`src/rtl/charge_trigger.sv`:
```
// Request sequencer for the charge tune generator: merges a debounced pushbutton and
// a fanfare strobe into single-cycle go pulses, queued and paced by a full-tune lockout.
module charge_trigger #(
    parameter int FAST_SIM = 1,
    parameter int GAP_CLKS = 64,
    parameter int LOCK_OVR = 0
) (
    input  logic       clk,
    input  logic       rst_n,
    input  logic       btn,
    input  logic       fanfare,
    input  logic       clr_drop,
    output logic       go,
    output logic       busy,
    output logic [1:0] pend_cnt,
    output logic       dropped
);

    localparam logic [19:0] DEB_CLKS  = (FAST_SIM != 0) ? 20'd16 : 20'd1000000;
    localparam int          TUNE_CLKS = (FAST_SIM != 0) ? 3670016 : 58720256;
    localparam logic [25:0] LOCK_CLKS = (LOCK_OVR != 0) ? 26'(LOCK_OVR)
                                                        : 26'(TUNE_CLKS + GAP_CLKS);

    localparam logic [1:0] IDLE = 2'd0;
    localparam logic [1:0] FIRE = 2'd1;
    localparam logic [1:0] WAIT = 2'd2;

    logic        btn_meta_q;
    logic        btn_s_q;
    logic        deb_q, deb_d;
    logic        deb_prev_q;
    logic [19:0] deb_cnt_q, deb_cnt_d;
    logic [1:0]  pend_q, pend_d;
    logic [25:0] timer_q, timer_d;
    logic [1:0]  state_q, state_d;
    logic        dropped_q, dropped_d;

    logic press;
    logic req;
    logic fire;
    logic drop_evt;

    // Debounced level follows btn_s only after it has disagreed for DEB_CLKS cycles
    always_comb begin
        deb_d     = deb_q;
        deb_cnt_d = '0;
        if (btn_s_q != deb_q) begin
            if (deb_cnt_q == DEB_CLKS - 20'd1) begin
                deb_d     = btn_s_q;
                deb_cnt_d = '0;
            end else begin
                deb_cnt_d = deb_cnt_q + 20'd1;
            end
        end
    end

    assign press = deb_prev_q & ~deb_q;
    assign req   = press | fanfare;
    assign fire  = (state_q == FIRE);

    always_comb begin
        state_d = state_q;
        timer_d = timer_q;
        case (state_q)
            IDLE: begin
                if (pend_q != 2'd0) begin
                    state_d = FIRE;
                end
            end
            FIRE: begin
                timer_d = LOCK_CLKS;
                state_d = WAIT;
            end
            WAIT: begin
                if (timer_q <= 26'd1) begin
                    timer_d = '0;
                    state_d = IDLE;
                end else begin
                    timer_d = timer_q - 26'd1;
                end
            end
            default: begin
                timer_d = '0;
                state_d = IDLE;
            end
        endcase
    end

    // A request coinciding with the FIRE decrement leaves the count unchanged
    always_comb begin
        pend_d   = pend_q;
        drop_evt = 1'b0;
        if (req && !fire) begin
            if (pend_q == 2'd3) begin
                drop_evt = 1'b1;
            end else begin
                pend_d = pend_q + 2'd1;
            end
        end else if (!req && fire) begin
            pend_d = pend_q - 2'd1;
        end
    end

    always_comb begin
        dropped_d = dropped_q;
        if (drop_evt) begin
            dropped_d = 1'b1;
        end else if (clr_drop) begin
            dropped_d = 1'b0;
        end
    end

    always_ff @(posedge clk or negedge rst_n) begin
        if (!rst_n) begin
            btn_meta_q <= 1'b1;
            btn_s_q    <= 1'b1;
            deb_q      <= 1'b1;
            deb_prev_q <= 1'b1;
            deb_cnt_q  <= '0;
            pend_q     <= '0;
            timer_q    <= '0;
            state_q    <= IDLE;
            dropped_q  <= 1'b0;
        end else begin
            btn_meta_q <= btn;
            btn_s_q    <= btn_meta_q;
            deb_q      <= deb_d;
            deb_prev_q <= deb_q;
            deb_cnt_q  <= deb_cnt_d;
            pend_q     <= pend_d;
            timer_q    <= timer_d;
            state_q    <= state_d;
            dropped_q  <= dropped_d;
        end
    end

    assign go       = (state_q == FIRE);
    assign busy     = (state_q != IDLE);
    assign pend_cnt = pend_q;
    assign dropped  = dropped_q;

endmodule

```
`config.mk`:
```
export PLATFORM = sky130hd
export DESIGN_NAME = charge_trigger
export DESIGN_NICKNAME = d
export VERILOG_FILES = /design/src/rtl/charge_trigger.sv
export SDC_FILE = /design/constraint.sdc
export NUM_CORES = 1
export LEC_CHECK = 0
export CAP_MARGIN = 40
export CORE_ASPECT_RATIO = 1.5
export CORE_MARGIN = 2
export CORE_UTILIZATION = 40
export CTS_BUF_LIST = sky130_fd_sc_hd__clkbuf_2
export DETAILED_ROUTE_END_ITERATION = 7
export HOLD_SLACK_MARGIN = 0.05
export SKIP_LAST_GASP = 1
export SYNTH_ARGS = -nofsm -noshare
export SYNTH_HDL_FRONTEND = slang
export SYNTH_SLANG_ARGS = --single-unit
```
`constraint.sdc`:
```
create_clock -name clk -period 3.3 [get_ports clk]
set_clock_uncertainty 0.2 [all_clocks]
set_input_delay 0.825 -clock clk [delete_from_list [all_inputs] [get_ports clk]]
set_output_delay 0.825 -clock clk [all_outputs]
set_load 0.02 [all_outputs]
```
After elaboration in Yosys (flattened, before gate mapping)
Cells that the tools add are included.
{"block": "totals", "out_inout_bits": 5, "reg_bits": 55, "in_bits": 5, "elab_cells": 51}
{"block": "classes", "muxes": 14, "n_lt_le_gt_ge": 1, "n_reduce_logical": 12, "n_eq_ne": 8, "bitwise_logic": 3, "add_sub_neg": 4}
{"operator": "$pmux W26 S3", "count": 1}
{"operator": "$mux W20", "count": 2}
{"operator": "$le A26 B1 Y1 const B", "count": 1}
{"operator": "$mux W26", "count": 1}
{"operator": "$sub A26 B1 Y26 const B", "count": 1}
{"operator": "$add A20 B1 Y20 const B", "count": 1}
{"operator": "$eq A20 B4 Y1 const B", "count": 1}
{"operator": "$mux W2", "count": 5}
{"operator": "$reduce_bool A2 Y1", "count": 4}
{"operator": "$ne A2 B2 Y1 const B", "count": 3}
{"operator": "$pmux W2 S3", "count": 1}
{"operator": "$reduce_and A2 Y1", "count": 3}
{"operator": "$eq A2 B2 Y1 const B", "count": 2}
{"operator": "$mux W1", "count": 4}
{"operator": "$add A2 B1 Y2 const B", "count": 1}
{"operator": "$eq A2 B1 Y1 const B", "count": 1}
{"operator": "$logic_and A1 B1 Y1", "count": 2}
{"operator": "$logic_not A1 Y1", "count": 2}
{"operator": "$logic_not A2 Y1", "count": 1}
{"operator": "$sub A2 B1 Y2 const B", "count": 1}
{"operator": "$and A1 B1 Y1", "count": 1}
{"operator": "$ne A1 B1 Y1", "count": 1}
{"operator": "$not A1 Y1", "count": 1}
{"operator": "$or A1 B1 Y1", "count": 1}

Depth between registers and ports, before layout
Gate-level depths: netlist of run 1.
{"block": "logic_depth", "depth_word": 7, "ltp_mapped": 9, "depth_no_buf": 7}

Least setup slack after synthesis of run 1
No wires, ideal clock.
{"block": "synth_path", "path_kind": "register to register", "start": "register timer_q[16]", "end": "register timer_q[23]", "slack_ns": 0.877, "arrival_ns": 2.099, "path_buffers": 0, "stages_incl_launch_ff": 6, "synth_period_minus_slack_ns": 2.423, "cell_sequence": "dfrtp_1 -> or4_4 -> or4_4 -> or4_1 -> a31oi_1 -> o22ai_1"}
{"block": "synth_via", "elab_chain_len": 3, "elab_cells_between_ends": 4, "cone_classes": "add/sub: 1; order compare: 1; mux: 2"}
{"item": "start, declared", "line_no": "34", "text": "logic [25:0] timer_q, timer_d;"}
{"item": "start signal, assigned", "line_no": "131", "text": "timer_q <= timer_d;"}
{"item": "$sub A26 B1 Y26 / $le A26 B1 Y1 (equally long branches)", "line_no": "79, 75"}
{"item": "$mux W26 *", "line_no": "75", "text": "if (timer_q <= 26'd1) begin"}
{"item": "$pmux W26 S3 *", "line_no": "64", "text": "case (state_q)"}
Every way passes the cells marked *; elsewhere a longest branch is shown, timed or not.
A chain may end at the register's enable or synchronous reset.

Worst setup path in the final report of run 1
{"block": "layout_path", "start": "register state_q[0]", "end": "output port busy"}
{"block": "layout_via", "elab_chain_len": 1}
{"item": "start, declared", "line_no": "35", "text": "logic [1:0] state_q, state_d;"}
{"item": "start signal, assigned", "line_no": "132", "text": "state_q <= state_d;"}
{"item": "$reduce_bool A2 Y1", "line_no": "138", "text": "assign busy = (state_q != IDLE);"}
{"item": "end, declared", "line_no": "14", "text": "output logic busy,"}
No other way between the ends.

==> results.py, run 1 <==
metrics = {
    "outcome": {
        "status": "complete, no violations",
    },
    "floorplanning": {
        "ioPinCount": 10,
        "core_um2": 7180,
        "num_rows": 38,
        "die_w_um": 74.2,
        "dieArea_um2": 8100,
        "die_h_um": 109,
        "start_util": 0.411,
    },
    "synthesis": {
        "ys_warn_count": 0,
        "ys_types": 57,
        "synth-edff-count": 0,
        "synthFlopType": "dfrtp_1",
        "syn-num-nets": 320,
        "netlist_area_um2": 2950,
        "synth-async-reset-ratio": 1.00,
        "yosysSeqAreaShare": 0.468,
        "synth-seq-cells": 55,
        "syn_avg_cell_area_um2": 9.56,
        "syn_inst": 309,
    },
    "place": {
        "place_congestion": 0.791,
        "dp_hpwl_um": 4810,
        "io_buffers": 9,
    },
    "sta": {
        "worst_slew_pin_slew_ps": 704,
        "rsz0062_at_grt": "false",
        "slew_violations": 0,
        "fin_crit_sh": 0.920,
        "fin_setup_tns_ps": 0,
        "finalSetupViolCount": 0,
        "fin_crit_ps": 3040,
        "max_freq_mhz": 329,
        "slew_headroom": 0.530,
        "report.final.hold_viol_count": 0,
    },
    "finish": {
        "drive_gt1_frac": 0.120,
        "layout_commonest_cell": "dfrtp_1",
        "final_cell_mix": "51 x dfrtp_1, 31 x nor2_1, 21 x nand2_1, 17 x inv_1, 17 x a31oi_1",
        "syn2layout_area_growth_pct": 10.5,
        "nNetsFinal": 335,
        "n_antenna_cell": 0,
        "nFillCells": 690,
    },
    "clock_network": {
        "clock_path_buffers": 2,
        "post_cts_buffers": 0,
        "cts_hold_buf": 0,
        "cts_buffers": 5,
        "cts_resized": 0,
        "cts.sink_count": 55,
        "root_buffer": "clkbuf_2",
        "cts_tree": "built",
        "clk_pin_slew_ps": 290,
        "worstSkewPairLatency_ps": 450,
        "h-tree-depth": 2,
    },
    "power_and_ir_drop": {
        "p_leak_nw": 1.44,
        "power_density_nw_per_um2": 329,
        "total_power_mw": 1.07,
        "ir_drop_uv": 163,
    },
    "route": {
        "ant_nets": 0,
        "drc": 0,
        "drt-initial-drc-count": 125,
        "viasPerCell": 5.74,
        "wl_per_cell_um": 15.7,
        "via_count": 2440,
        "wl_um": 6690,
        "first_pass_iters": 4,
    },
    "worst_setup_path": {
        "worst_setup_path_start_kind": "register",
        "crit_arrival_ps": 2010,
        "critPathKind": "register to primary output",
        "worstPathRequired_ps": 2270,
        "crit_fanout": 5,
        "end_kind": "primary output",
    },
    "grt": {
        "grt_pass1_vias": 2403,
        "grt-ovfl-total": 0,
        "grt_start_max_net_pins": 56,
        "grt_pass1_wl_um": 11200,
        "track_usage": 0.178,
        "antenna_found_initial": 0,
    },
    "min_path": {
        "hp-class": "register to register",
    },
    "job": {
        "maxCapViolations": 0,
    },
}
==> layout make-up <==
| type | instances | area (um2) | area share |
|---|---|---|---|
| Inverter | 17 | 63.8 | 0.0195 |
| Sequential cell | 55 | 1380 | 0.423 |
| Timing Repair Buffer | 21 | 175 | 0.0536 |
| Multi-Input combinational cell | 224 | 1450 | 0.443 |
| Clock inverter | 3 | 47.5 | 0.0146 |
| Tap cell | 100 | 125 | 0.0383 |
| Clock buffer | 5 | 25.0 | 0.00766 |
==> critical path, stage by stage, from the launching register on <==
cell and delay [ps]:
dfrtp_1 440, inv_1 80, ha_1 260, inv_1 160
clkdlybuf4s50_1 630
==> through the flow <==
stage / util / area [um2] / instances / setup WS, ps / hold slack (ps)
after floorplan: - / 2950 / 309 / 877 / 145
after global placement: 0.445 / 3190 / 417 / 713 / 147
after detailed placement: 0.445 / 3190 / 417 / 673 / 149
after CTS: 0.455 / 3270 / 425 / 225 / 178
after global routing: 0.455 / 3270 / 425 / 137 / 185
final: 0.455 / 3270 / 425 / 264 / 178
==> power breakdown <==
part	leakage, nW	total, mW	switching, mW	internal (mW)
clock	0.0436	0.353	0.221	0.133
combinational	0.690	0.0361	0.0236	0.0125
sequential	0.707	0.685	0.00300	0.682
total	1.44	1.07	0.247	0.827
==> sequential cells by signal, summed over array words and instances, names as in the netlist <==
register and flops:
deb_prev_q 1, pend_cnt 2, dropped 1, timer_q 26, btn_s_q 1, deb_cnt_q 20, btn_meta_q 1, deb_q 1
state_q 2
==> logic make-up after synthesis <==
family / count (synthesis) / synth area share
adders and majority gates: 6 / 0.0254
AOI/OAI and AO/OA: 68 / 0.163
xor gates and xnor gates: 17 / 0.0504
buffers and inverters: 30 / 0.0449
muxes: 3 / 0.0110
and+or+nand+nor: 130 / 0.238
DFF: 55 / 0.468
==> routing by layer <==
layer	wire length, um	track usage	up-vias
li1	-	-	1169
met2	3650	0.328	48
met1	2670	0.195	1206
met4	194	0.0753	0
met3	182	0.0305	17
met5	0	0	-
==> worst paths after layout <==
| check | to | slack, ps | start | cells after the start |
|---|---|---|---|---|
| min reg2reg | btn_s_q | 180 | btn_meta_q | 0 |
| min in group asynchronous | deb_cnt_q[9] | 240 | rst_n | 2 |
| max | busy | 260 | state_q[0] | 4 |
| max in group asynchronous | timer_q[16] | 2180 | rst_n | 2 |
| max reg2reg | timer_q[10] | 650 | timer_q[16] | 6 |
| min | btn_s_q | 180 | btn_meta_q | 0 |
==> synthesized netlist by cell type (2+ instances only) <==
cell / n / share of area
xnor2_1: 5 / 0.015
o22ai_1: 2 / 0.0042
nor3_1: 14 / 0.024
nor2_1: 31 / 0.039
and3_1: 5 / 0.011
o21ai_0: 9 / 0.015
o31ai_1: 7 / 0.018
a32oi_1: 2 / 0.0059
or3_1: 10 / 0.021
a31oi_1: 17 / 0.036
nand2b_1: 3 / 0.0064
nand3_1: 12 / 0.020
clkbuf_1: 8 / 0.010
o21a_1: 2 / 0.0051
a211oi_1: 2 / 0.0051
or4_1: 7 / 0.018
or4_4: 2 / 0.0076
dfstp_2: 4 / 0.036
a21oi_1: 4 / 0.0068
xor2_1: 12 / 0.036
nor4_1: 7 / 0.015
o211ai_1: 3 / 0.0076
mux2_2: 2 / 0.0076
o311ai_0: 2 / 0.0059
nand2_1: 21 / 0.027
dfrtp_1: 51 / 0.43
a21o_1: 5 / 0.013
ha_1: 6 / 0.025
nand4_1: 8 / 0.017
or3_2: 3 / 0.0076
inv_1: 17 / 0.022
(Power assumes the default switching activity.)
==> run 2, diff against run 1 <==
--- a/config.mk
+++ b/config.mk
@@ -7,11 +7,11 @@
 export LEC_CHECK = 0
 export CAP_MARGIN = 40
 export CORE_ASPECT_RATIO = 1.5
-export CORE_MARGIN = 2
 export CORE_UTILIZATION = 40
 export CTS_BUF_LIST = sky130_fd_sc_hd__clkbuf_2
 export DETAILED_ROUTE_END_ITERATION = 7
 export HOLD_SLACK_MARGIN = 0.05
+export REMOVE_ABC_BUFFERS = 1
 export SKIP_LAST_GASP = 1
 export SYNTH_ARGS = -nofsm -noshare
 export SYNTH_HDL_FRONTEND = slang
==> run 2 against run 1 <==
Compared with the run above:
- design area fell by 1.1%
- critical path depth unchanged
- sequential power hardly changed
- clock power fell by 24%
- fmax down 2.1%
- largest power group unchanged
==> results.py, run 2 (synthesized netlist as in run 1, its figures left out) <==
metrics = {
    "finish": {
        "nNetsFinal": 334,
        "reg_top3": "timer_q (26), deb_cnt_q (20)",
        "drive_gt1_frac": 0.114,
        "nFillCells": 690,
        "syn2layout_area_growth_pct": 9.36,
        "final_cell_mix": "51 x dfrtp_1, 31 x nor2_1, 21 x nand2_1, 17 x inv_1, 17 x a31oi_1",
        "regMostFlops": "timer_q",
        "layout_commonest_cell": "dfrtp_1",
        "largest_register_ffs": 26,
        "n_antenna_cell": 0,
        "utilization": 0.450,
        "multi_input_area_um2": 1450,
        "seq_area_um2": 1380,
    },
    "clock_network": {
        "worstSkewPairLatency_ps": 440,
        "root_buffer": "clkbuf_2",
        "clk_pin_slew_ps": 280,
        "cts_tree": "built",
        "cts.sink_count": 55,
        "post_cts_buffers": 0,
        "clock_path_buffers": 2,
        "h-tree-depth": 2,
        "cts_buffers": 5,
    },
    "grt": {
        "grt-ovfl-total": 0,
        "antenna_found_initial": 0,
        "grt_start_max_net_pins": 22,
        "track_usage": 0.195,
        "grt_pass1_wl_um": 11800,
        "grt_pass1_vias": 2441,
    },
    "power_and_ir_drop": {
        "power_density_nw_per_um2": 307,
        "p_leak_nw": 1.42,
        "ir_drop_uv": 183,
    },
    "place": {
        "io_buffers": 9,
        "dpl_worst_slack_ps": 618,
        "dp_hpwl_um": 4860,
        "place_congestion": 0.842,
    },
    "worst_setup_path": {
        "worstPathRequired_ps": 2270,
        "end_kind": "primary output",
        "ff2ff_setup_slack_ps": 580,
        "worstReg2RegStart": "timer_q[10]",
        "crit_arrival_ps": 2080,
        "crit_path_start": "state_q[0]",
        "worstRegToRegCells": 5,
        "crit_fanout": 10,
        "worst_setup_path_start_kind": "register",
        "critPathKind": "register to primary output",
    },
    "floorplanning": {
        "start_util": 0.411,
        "core_um2": 7180,
        "dieArea_um2": 7740,
        "die_w_um": 72.2,
        "die_h_um": 107,
        "num_rows": 38,
        "ioPinCount": 10,
    },
    "sta": {
        "rsz0062_at_grt": "false",
        "report.final.hold_viol_count": 0,
        "worst_hold_slack_ps": 184,
        "worst_slew_pin_slew_ps": 836,
        "fin_crit_ps": 3100,
        "fin_setup_tns_ps": 0,
        "slew_headroom": 0.436,
        "finalSetupViolCount": 0,
        "layout_setup_ws_ps": 198,
        "max_freq_mhz": 322,
        "slew_violations": 0,
        "fin_crit_sh": 0.940,
    },
    "route": {
        "ant_nets": 0,
        "viasPerCell": 5.61,
        "first_pass_iters": 5,
        "drc": 0,
        "via_count": 2377,
        "drt-initial-drc-count": 83,
        "wl_um": 6720,
        "wl_per_cell_um": 15.8,
    },
    "job": {
        "maxCapViolations": 0,
    },
    "min_path": {
        "hp-class": "register to register",
        "min_from": "btn_meta_q",
        "whs_path_depth": 0,
    },
    "outcome": {
        "status": "complete, no violations",
    },
}
run 2: cell types whose count changed in the layout (fill, tap and decap cells not counted):
| cell | previous run | this run |
|---|---|---|
| dlygate4sd3_1 | 0 | 1 |
| inv_6 | 1 | 0 |
| clkinv_4 | 1 | 0 |
| clkinvlp_4 | 0 | 1 |
| buf_4 | 12 | 10 |
| clkinv_2 | 0 | 1 |
| bufinv_16 | 1 | 0 |
| clkbuf_2 | 5 | 6 |
run 2: routing by layer:
layer	global-route usage	share of wire	up-vias	wire, um
met5	0	0	-	0
met4	0.0672	0.022	0	145
met3	0.0281	0.015	12	104
met2	0.348	0.53	26	3540
met1	0.235	0.44	1170	2930
li1	-	-	1169	-
run 2: cell type report:
class	count	area share
Clock buffer	6	0.00930
Clock inverter	2	0.00387
Inverter	17	0.0198
Multi-Input combinational cell	224	0.448
Sequential cell	55	0.428
Tap cell	100	0.0387
Timing Repair Buffer	20	0.0527
run 2: repair_timing:
| action | in CTS | in global routing |
|---|---|---|
| gates resized for setup | 0 | 0 |
| hold endpoints to repair | 12 | 0 |
| hold buffers | 1 | 0 |
run 2: critical path, stage by stage (launching register included):
cell,delay (ps)
dfrtp_1,460
inv_1,90
ha_1,420
inv_1,110
clkdlybuf4s50_1,550
run 2: worst paths after layout:
path                                 endpoint
worst max-delay path                     busy
worst max register to register     state_q[1]
worst min register to register        btn_s_q
min in group asynchronous         pend_cnt[0]
max in group asynchronous       deb_cnt_q[14]
worst min-delay path                  btn_s_q
run 2: through the flow:
step | area, um2 | cells | power (mW)
after floorplan | 2890 | 296 | 0.706
after global placement | 3180 | 415 | 0.733
after detailed placement | 3180 | 415 | 0.734
after CTS | 3230 | 424 | 1.01
after global routing | 3230 | 424 | 1.03
final | 3230 | 424 | 0.991
run 2: power by group:
part	switching, mW	internal, mW	total [mW]
Combinational	0.0242	0.0126	0.0368
Clock	0.215	0.0539	0.269
Sequential	0.00312	0.682	0.685
Total	0.242	0.749	0.991
